[config.mk]
export PLATFORM = sky130hd
export DESIGN_NAME = wb_decoder_n
export DESIGN_NICKNAME = d
export VERILOG_FILES = /design/src/rtl/wb_pkg.sv /design/src/rtl/wb_watchdog.sv /design/src/rtl/wb_decoder_n.sv
export SDC_FILE = /design/constraint.sdc
export NUM_CORES = 1
export LEC_CHECK = 0
export BUFFER_PORTS_ARGS = -buffer_cell sky130_fd_sc_hd__buf_2
export CORE_AREA = 2 2 124 126
export CTS_CLUSTER_SIZE = 24
export DETAILED_ROUTE_END_ITERATION = 16
export DIE_AREA = 0 0 126 128
export HOLD_SLACK_MARGIN = 0.05
export PLACE_DENSITY = 0.59
export SYNTH_ARGS = -nofsm -noshare
export SYNTH_HDL_FRONTEND = slang
export SYNTH_SLANG_ARGS = --single-unit
[constraint.sdc]
create_clock -name wb_clk_i -period 4.4 [get_ports wb_clk_i]
set_input_delay 0.88 -clock wb_clk_i [delete_from_list [all_inputs] [get_ports wb_clk_i]]
set_output_delay 0.88 -clock wb_clk_i [all_outputs]
set_load 0.005 [all_outputs]
[src/rtl/wb_pkg.sv]
// Shared encodings and sizing helpers for the Wishbone address decoder.
// Pure declarations: no logic, no latency, no flow control.
package wb_pkg;

  localparam logic [1:0] IDLE   = 2'd0;
  localparam logic [1:0] ACTIVE = 2'd1;
  localparam logic [1:0] UNMAP  = 2'd2;

  typedef enum logic [1:0] {
    S_IDLE   = IDLE,
    S_ACTIVE = ACTIVE,
    S_UNMAP  = UNMAP
  } wb_state_e;

  localparam logic [31:0] DEF_UNMAPPED_DATA = 32'hDEADBEEF;
  localparam int          DEF_SW            = 32 / 8;

  function automatic int sel_width(input int dw);
    return dw / 8;
  endfunction

  // A disabled watchdog still gets a 1-bit width so declarations stay legal.
  function automatic int wdog_width(input int timeout);
    return (timeout <= 0) ? 1 : $clog2(timeout + 1);
  endfunction

endpackage

[src/rtl/wb_watchdog.sv]
// Per-transfer cycle counter; expire_o asserts combinationally on the TIMEOUT-th enabled cycle.
// Latency: expiry is seen in the same cycle as the final enabled count; no backpressure.
// TIMEOUT=0 removes the counter entirely and expire_o is tied low.
module wb_watchdog
  import wb_pkg::*;
#(
  parameter int TIMEOUT = 255
) (
  input  logic clk,
  input  logic rst_n,
  input  logic clr_i,
  input  logic en_i,
  output logic expire_o
);

  if (TIMEOUT > 0) begin : g_cnt
    localparam int CW = wdog_width(TIMEOUT);

    logic [CW-1:0] cnt_q;
    logic [CW-1:0] cnt_d;

    always_comb begin
      cnt_d = cnt_q;
      if (clr_i) begin
        cnt_d = '0;
      end else if (en_i) begin
        cnt_d = cnt_q + 1'b1;
      end
    end

    always_ff @(posedge clk or negedge rst_n) begin
      if (!rst_n) begin
        cnt_q <= '0;
      end else begin
        cnt_q <= cnt_d;
      end
    end

    // cnt_q holds the number of silent cycles already elapsed before this one.
    assign expire_o = en_i && (cnt_q == CW'(TIMEOUT - 1));
  end else begin : g_off
    assign expire_o = 1'b0;
  end

endmodule

[src/rtl/wb_decoder_n.sv]
// Single-master Wishbone classic decoder: routes to one of NSLAVES by top address bits.
// Latency: 1 cycle decode in IDLE, then slave response passes through combinationally.
// Backpressure: master waits on ack/err; hung slaves are cut off by the watchdog.
module wb_decoder_n
  import wb_pkg::*;
#(
  parameter int                      AW            = 30,
  parameter int                      DW            = 32,
  parameter int                      NSLAVES       = 4,
  parameter int                      MUXW          = 4,
  parameter logic [NSLAVES*MUXW-1:0] SLAVE_IDS     = {4'h3, 4'h2, 4'h1, 4'h0},
  parameter int                      TIMEOUT       = 255,
  parameter bit                      UNMAPPED_ACK  = 1'b0,
  parameter logic [DW-1:0]           UNMAPPED_DATA = DW'(DEF_UNMAPPED_DATA)
) (
  input  logic                  wb_clk_i,
  input  logic                  wb_reset_ni,
  input  logic [AW-1:0]         wb_adr_i,
  input  logic [DW-1:0]         wb_dat_i,
  output logic [DW-1:0]         wb_dat_o,
  input  logic                  wb_we_i,
  input  logic [DW/8-1:0]       wb_sel_i,
  input  logic                  wb_cyc_i,
  input  logic                  wb_stb_i,
  output logic                  wb_ack_o,
  output logic                  wb_err_o,
  output logic [AW-1:0]         wbs_adr_o,
  output logic [DW-1:0]         wbs_dat_o,
  output logic                  wbs_we_o,
  output logic [DW/8-1:0]       wbs_sel_o,
  output logic [NSLAVES-1:0]    wbs_cyc_o,
  output logic [NSLAVES-1:0]    wbs_stb_o,
  input  logic [NSLAVES*DW-1:0] wbs_dat_i,
  input  logic [NSLAVES-1:0]    wbs_ack_i,
  input  logic [NSLAVES-1:0]    wbs_err_i
);

  localparam int SW = sel_width(DW);
  localparam int IW = (NSLAVES > 1) ? $clog2(NSLAVES) : 1;

  wb_state_e     state_q, state_d;
  logic [IW-1:0] slv_q, slv_d;

  logic          req;
  logic          hit;
  logic [IW-1:0] dec_idx;
  logic          is_active;
  logic          slv_ack;
  logic          slv_err;
  logic          wdog_en;
  logic          wdog_exp;

  assign wbs_adr_o = wb_adr_i;
  assign wbs_dat_o = wb_dat_i;
  assign wbs_we_o  = wb_we_i;
  assign wbs_sel_o = wb_sel_i[SW-1:0];

  assign req = wb_cyc_i & wb_stb_i;

  // Scan downward so the lowest matching index is the one left standing.
  always_comb begin
    hit     = 1'b0;
    dec_idx = '0;
    for (int k = NSLAVES - 1; k >= 0; k--) begin
      if (wb_adr_i[AW-1 -: MUXW] == SLAVE_IDS[k*MUXW +: MUXW]) begin
        hit     = 1'b1;
        dec_idx = IW'(k);
      end
    end
  end

  assign is_active = (state_q == S_ACTIVE);
  assign slv_ack   = is_active & wbs_ack_i[slv_q] & req;
  assign slv_err   = is_active & wbs_err_i[slv_q] & req & ~wbs_ack_i[slv_q];
  assign wdog_en   = is_active & wb_cyc_i & ~slv_ack & ~slv_err;

  wb_watchdog #(
    .TIMEOUT (TIMEOUT)
  ) u_wdog (
    .clk      (wb_clk_i),
    .rst_n    (wb_reset_ni),
    .clr_i    (~is_active),
    .en_i     (wdog_en),
    .expire_o (wdog_exp)
  );

  always_comb begin
    state_d   = state_q;
    slv_d     = slv_q;
    wb_ack_o  = 1'b0;
    wb_err_o  = 1'b0;
    wb_dat_o  = UNMAPPED_DATA;
    wbs_cyc_o = '0;
    wbs_stb_o = '0;
    case (state_q)
      S_IDLE: begin
        if (req) begin
          if (hit) begin
            slv_d   = dec_idx;
            state_d = S_ACTIVE;
          end else begin
            state_d = S_UNMAP;
          end
        end
      end
      S_ACTIVE: begin
        wbs_cyc_o[slv_q] = wb_cyc_i & ~wdog_exp;
        wbs_stb_o[slv_q] = wb_stb_i;
        wb_dat_o         = wbs_dat_i[slv_q*DW +: DW];
        wb_ack_o         = slv_ack;
        wb_err_o         = slv_err | wdog_exp;
        if (!wb_cyc_i || slv_ack || slv_err || wdog_exp) begin
          state_d = S_IDLE;
        end
      end
      S_UNMAP: begin
        wb_ack_o = wb_cyc_i & UNMAPPED_ACK;
        wb_err_o = wb_cyc_i & ~UNMAPPED_ACK;
        state_d  = S_IDLE;
      end
      default: begin
        state_d = S_IDLE;
      end
    endcase
  end

  always_ff @(posedge wb_clk_i or negedge wb_reset_ni) begin
    if (!wb_reset_ni) begin
      state_q <= S_IDLE;
      slv_q   <= '0;
    end else begin
      state_q <= state_d;
      slv_q   <= slv_d;
    end
  end

endmodule

==> impl_metrics.toml, run 1 <==
[status]
status = "complete, no violations"

[layout]
seq_area_um2 = 302.8
layout.nets = 566
fill_cells = 1722
drive_gt1_share_pct = 67.14
multi_input_area_mm2 = 0.001469
fin_area_mm2 = 0.003075
diodes = 0
final_common_cell = "buf_2"
syn_to_final_growth_pct = 31.02
layout_common_cells = "buf_2, mux4_2, nand2b_1"

[route]
drt_wl_total_mm = 8.540
wl_per_cell_um = 15.79
firstDrtPassIters = 4
ant_nets = 0
via_per_inst = 4.133
vias = 2236
drcViolationCount = 0
drt_first_iter_violations = 49

[clock_network]
path_clk_slew_ns = 0.05
cts_resized = 0
clkSinkCount = 12
postCtsHoldBufs = 0
ctsRootBufferMaster = "clkbuf_16"
cts_buffers = 3
clockBufferDepth = 2
h-tree-depth = 1
insertion_delay_ns = 0.24
cts_setup_buffers = 0
cts_tree = "yes"

[grt]
track_usage_pct = 9.965
grt_pass1_wl_mm = 12.61
grt_pass1_vias = 2317
grt_max_degree = 31
antenna_found_initial = 0
grt-ovfl-total = 0

[die]
die_h_um = 128
core_area_mm2 = 0.01486
die_w_um = 126
die_area_mm2 = 0.01613
num_io_pins = 316
rows = 45
initial_utilization_pct = 15.79

[power]
power_leakage_uw = 0.001346
peakVddDrop_v = 0.00009280
p_per_area_mw_per_mm2 = 319.3

[sta]
setup_viol = 0
timing.final.crit_share_pct = 80.19
fin_setup_tns_ns = 0
hold_viol_final = 0
fin_worst_skew_ns = 0.0008647
relSlewSlack_pct = 64.18
rsz0062_at_grt = "no"
setup_ws_ns = 0.8714
max_freq_mhz = 283.4
drv_slew = 0
tightest_slew_ns = 0.5372
fin_crit_ns = 3.529

[place]
dp_hpwl_mm = 7.272
place_area_mm2 = 0.002987
portBuffers = 189
gp_congestion = 0.7544
dp_slack_ns = 0.9557

[worst_hold_path]
whs_endpoint = "u_wdog.g_cnt.cnt_q[4]$_DFFE_PN0P_"
min_delay_path_depth = 1
min_from = "u_wdog.g_cnt.cnt_q[4]$_DFFE_PN0P_"
hp-class = "flip-flop to flip-flop"

[setup_path]
reg2reg_depth = 7
worstReg2RegStart = "state_q[1]$_DFFE_PN0P_"
arrival_ns = 2.65
crit_type = "flip-flop to output port"
r2r_slack_ns = 1.85
endpoint_kind = "output port"
r2r-end = "u_wdog.g_cnt.cnt_q[7]$_DFFE_PN0P_"
cp_max_fo = 17
worstPathRequired_ns = 3.52
start_kind = "flip-flop"

[logic_synthesis]
ys_ff_latch = 12
synth_area_mm2 = 0.002347
ys.warnings.count = 0
synth_area_per_cell_um2 = 9.780
synth-seq-area-share_pct = 12.79
synth_nets = 452
synth_flop_cell = "dfrtp_1"
synthArstFlopShare_pct = 100.0
syn_inst = 240
synth.distinct_cells = 31
synth_edf_count = 0

[run]
cap_violations = 0
-- flip-flops by register name (all words and copies together) (netlist names) --
register / flops
u_wdog.g_cnt.cnt_q: 8
slv_q: 2
state_q: 2
-- worst max path at each step --
| stage | to | slack (ns) | startpoint |
|---|---|---|---|
| after floorplan | wbs_cyc_o[1] | 1.32 | wbs_err_i[3] |
| after global placement | wbs_cyc_o[1] | 0.97 | wbs_err_i[3] |
| after detailed placement | wbs_cyc_o[2] | 0.96 | wbs_err_i[3] |
| after CTS | wbs_cyc_o[2] | 0.82 | slv_q[0]$_DFFE_PN0P_ |
| after global routing | wbs_cyc_o[0] | 0.69 | slv_q[0]$_DFFE_PN0P_ |
| final | wbs_cyc_o[2] | 0.87 | slv_q[0]$_DFFE_PN0P_ |
-- critical path: stages (launching register included) --
cell	delay (ns)
dfrtp_2	0.70
mux4_2	0.64
o21a_1	0.34
o41ai_4	0.49
nor2_1	0.09
buf_2	0.13
-- report_power, final --
group | internal (uW) | switching, uW | total, uW
clock network | 137 | 50.1 | 188
registers | 124 | 65.3 | 189
logic | 379 | 227 | 605
-- through the flow --
step	hold WS [ns]	utilization [%]	total power [uW]	instances
final	0.4889	20.69	982.0	541
after global routing	0.5099	20.69	1059	541
after CTS	0.4921	20.69	999.3	541
after detailed placement	0.4764	20.09	812.1	537
after global placement	0.4671	20.09	806.4	537
after floorplan	0.4496	-	684.4	240
-- per-layer routing --
| layer | share of wire, % | vias to the layer above | GRT usage [%] | wire length [um] |
|---|---|---|---|---|
| li1 | - | 1023 | - | - |
| met1 | 41 | 1050 | 12.49 | 3475 |
| met2 | 50 | 130 | 17.30 | 4253 |
| met3 | 6.8 | 33 | 1.461 | 584 |
| met4 | 2.7 | 0 | 3.878 | 227 |
| met5 | 0 | - | 0 | 0 |
-- area by class of cell --
cell class | count | share of cell area [%]
Clock buffer | 4 | 2.889
Inverter | 3 | 0.3662
Multi-Input combinational cell | 142 | 47.76
Sequential cell | 12 | 9.845
Tap cell | 188 | 7.649
Timing Repair Buffer | 192 | 31.49
-- logic make-up after synthesis --
| family | count (synthesis) | share of synthesized area, % |
|---|---|---|
| AOI/OAI and AO/OA | 14 | 5.011 |
| and+or+nand+nor | 81 | 18.66 |
| adders and majority gates | 5 | 2.665 |
| muxes | 42 | 36.14 |
| buffers and inverters | 86 | 24.73 |
| DFF | 12 | 12.79 |
-- cells in the mapped netlist (all sizes together) (3+ instances only) --
cell	instances	area (um2)
clkbuf	9	33.78
mux4	34	765.7
dfrtp	12	300.3
nor2	9	33.78
and2	9	56.30
nand2	17	63.81
ha	5	62.56
mux2i	6	60.06
nor3	6	30.03
nand2b	31	193.9
nand3	3	15.01
inv	3	11.26
buf	74	535.5
(Power assumes the default switching activity.)
==> run 2, diff against run 1 <==
--- a/config.mk
+++ b/config.mk
@@ -11,7 +11,7 @@
 export DETAILED_ROUTE_END_ITERATION = 16
 export DIE_AREA = 0 0 126 128
 export HOLD_SLACK_MARGIN = 0.05
-export PLACE_DENSITY = 0.59
+export PLACE_DENSITY = 0.6
 export SYNTH_ARGS = -nofsm -noshare
 export SYNTH_HDL_FRONTEND = slang
 export SYNTH_SLANG_ARGS = --single-unit
==> constraint.sdc (replaced) <==
create_clock -name wb_clk_i -period 2.9 [get_ports wb_clk_i]
set_input_delay 0.58 -clock wb_clk_i [delete_from_list [all_inputs] [get_ports wb_clk_i]]
set_output_delay 0.58 -clock wb_clk_i [all_outputs]
set_load 0.005 [all_outputs]
==> impl_metrics.toml, run 2 (synthesized netlist as in run 1, its figures left out) <==
[die]
die_w_um = 126
initial_utilization_pct = 15.79
rows = 45
die_area_mm2 = 0.01613
core_area_mm2 = 0.01486
die_h_um = 128
num_io_pins = 316

[route]
wl_per_cell_um = 14.97
drt_first_iter_violations = 62
ant_nets = 0
drcViolationCount = 0
firstDrtPassIters = 4
vias = 2285
drt_wl_total_mm = 8.190
via_per_inst = 4.177

[setup_path]
crit_slowest_cell = "mux4_2"
worstPathRequired_ns = 2.32
arrival_ns = 2.21
path_buf_inv = 2
cp_max_fo = 9
worstPathCellList = "mux4_2 -> o21a_1 -> buf_4 -> nand2b_1 -> o22ai_1 -> buf_2"
crit_type = "flip-flop to output port"
start_kind = "flip-flop"
endpoint_kind = "output port"
path_delay_family = "multiplexers"
cpPeakStageDelay_ns = 0.54

[sta]
max_freq_mhz = 358.6
setup_ws_ns = 0.1113
fin_setup_tns_ns = 0
drv_slew = 0
fin_worst_skew_ns = 0.001099
rsz0062_at_grt = "no"
relSlewSlack_pct = 68.98
setup_viol = 0
hold_viol_final = 0
tightest_slew_ns = 0.4653
timing.final.crit_share_pct = 96.16
fin_crit_ns = 2.789

[worst_hold_path]
hp-class = "input pin to async pin"

[clock_network]
cts_buffers = 3
clkSinkCount = 12
ctsRootBufferMaster = "clkbuf_16"
h-tree-depth = 1
insertion_delay_ns = 0.25
postCtsHoldBufs = 0
path_clk_slew_ns = 0.05
cts_tree = "yes"
clockBufferDepth = 2

[power]
power.share.clock_pct = 18.5
power.total_uw = 1566
peakVddDrop_v = 0.0002435
combPwrFrac_pct = 67.7
p_int_uw = 1028
power_leakage_uw = 0.001380
swShare_pct = 34.34
p_per_area_mw_per_mm2 = 499.8
p_seq_share_pct = 13.8
p_sw_uw = 537.7

[layout]
instances_no_fill = 547
final_common_cell = "buf_2"
fill_cells = 1705
drive_gt1_share_pct = 67.69
syn_to_final_growth_pct = 33.48
layout_common_cells = "buf_2, mux4_2, nand2b_1"
multi_input_area_mm2 = 0.001469
largest_register_ffs = 8
reg_top3 = "u_wdog.g_cnt.cnt_q (8), slv_q (2), state_q (2)"
max_flop_register = "u_wdog.g_cnt.cnt_q"
diodes = 0
seq_area_um2 = 302.8
layout.nets = 572

[grt]
grt_max_degree = 37
track_usage_pct = 9.736
antenna_found_initial = 0
grt-ovfl-total = 0
grt_pass1_wl_mm = 12.28
grt_pass1_vias = 2357

[place]
dp_hpwl_mm = 7.070
gp_congestion = 0.7725
portBuffers = 189
dp_slack_ns = 0.1203
dp_cells = 541

[run]
cap_violations = 0

[status]
status = "complete, no violations"
## run 2: cell types whose count changed in the layout (fill, tap and decap cells not counted)
cell,before,now
buf_12,0,1
buf_4,3,8
## run 2: final cells by class
| type | instances | share of cell area (%) |
|---|---|---|
| clock buffer | 4 | 2.835 |
| inverter | 3 | 0.3594 |
| multi-input combinational | 142 | 46.89 |
| sequential | 12 | 9.665 |
| tap | 188 | 7.508 |
| timing repair buffer | 198 | 32.75 |
## run 2: power groups by stage
stage               Sequential, uW  Combinational (uW)  Clock (uW)
floorplan                      207                 832           0
global placement               227                1060           0
detailed placement             227                1060           0
CTS                            224                1060         296
global route                   219                1150         297
finish                         216                1060         290
## run 2: layer usage
| metal | vias up | global-route usage (%) | part of all wire [%] |
|---|---|---|---|
| met2 | 148 | 17.68 | 53 |
| met4 | 0 | 4.783 | 2.6 |
| met1 | 1078 | 10.90 | 37 |
| li1 | 1035 | - | - |
| met3 | 24 | 1.878 | 8.0 |
| met5 | - | 0 | 0 |
## run 2: final timing paths
| path | start | endpoint | slack [ns] | cells past startpoint |
|---|---|---|---|---|
| setup reg to reg | state_q[1]$_DFFE_PN0P_ | u_wdog.g_cnt.cnt_q[7]$_DFFE_PN0P_ | 0.86 | 7 |
| hold reg to reg | u_wdog.g_cnt.cnt_q[4]$_DFFE_PN0P_ | u_wdog.g_cnt.cnt_q[4]$_DFFE_PN0P_ | 0.48 | 1 |
| max in group asynchronous | wb_reset_ni | slv_q[0]$_DFFE_PN0P_ | 2.44 | 1 |
| setup / recovery | slv_q[0]$_DFFE_PN0P_ | wb_err_o | 0.11 | 6 |
| min in group wb_clk_i | u_wdog.g_cnt.cnt_q[4]$_DFFE_PN0P_ | u_wdog.g_cnt.cnt_q[4]$_DFFE_PN0P_ | 0.48 | 1 |
| hold / removal | wb_reset_ni | u_wdog.g_cnt.cnt_q[6]$_DFFE_PN0P_ | 0.21 | 1 |
## run 2: timing repair
item,4_1_cts,5_1_grt
setup endpoints to repair,0,4
resized for setup,0,0
buffers inserted,0,2
## run 2: per-stage QoR
step / utilization [%] / hold slack, ns / instance area (um2)
2_1_floorplan: - / 0.2844 / 2347
6_report: 21.08 / 0.2107 / 3133
4_1_cts: 20.98 / 0.2170 / 3118
3_3_place_gp: 20.38 / 0.4654 / 3029
5_1_grt: 21.08 / 0.2291 / 3133
3_5_place_dp: 20.38 / 0.4702 / 3029
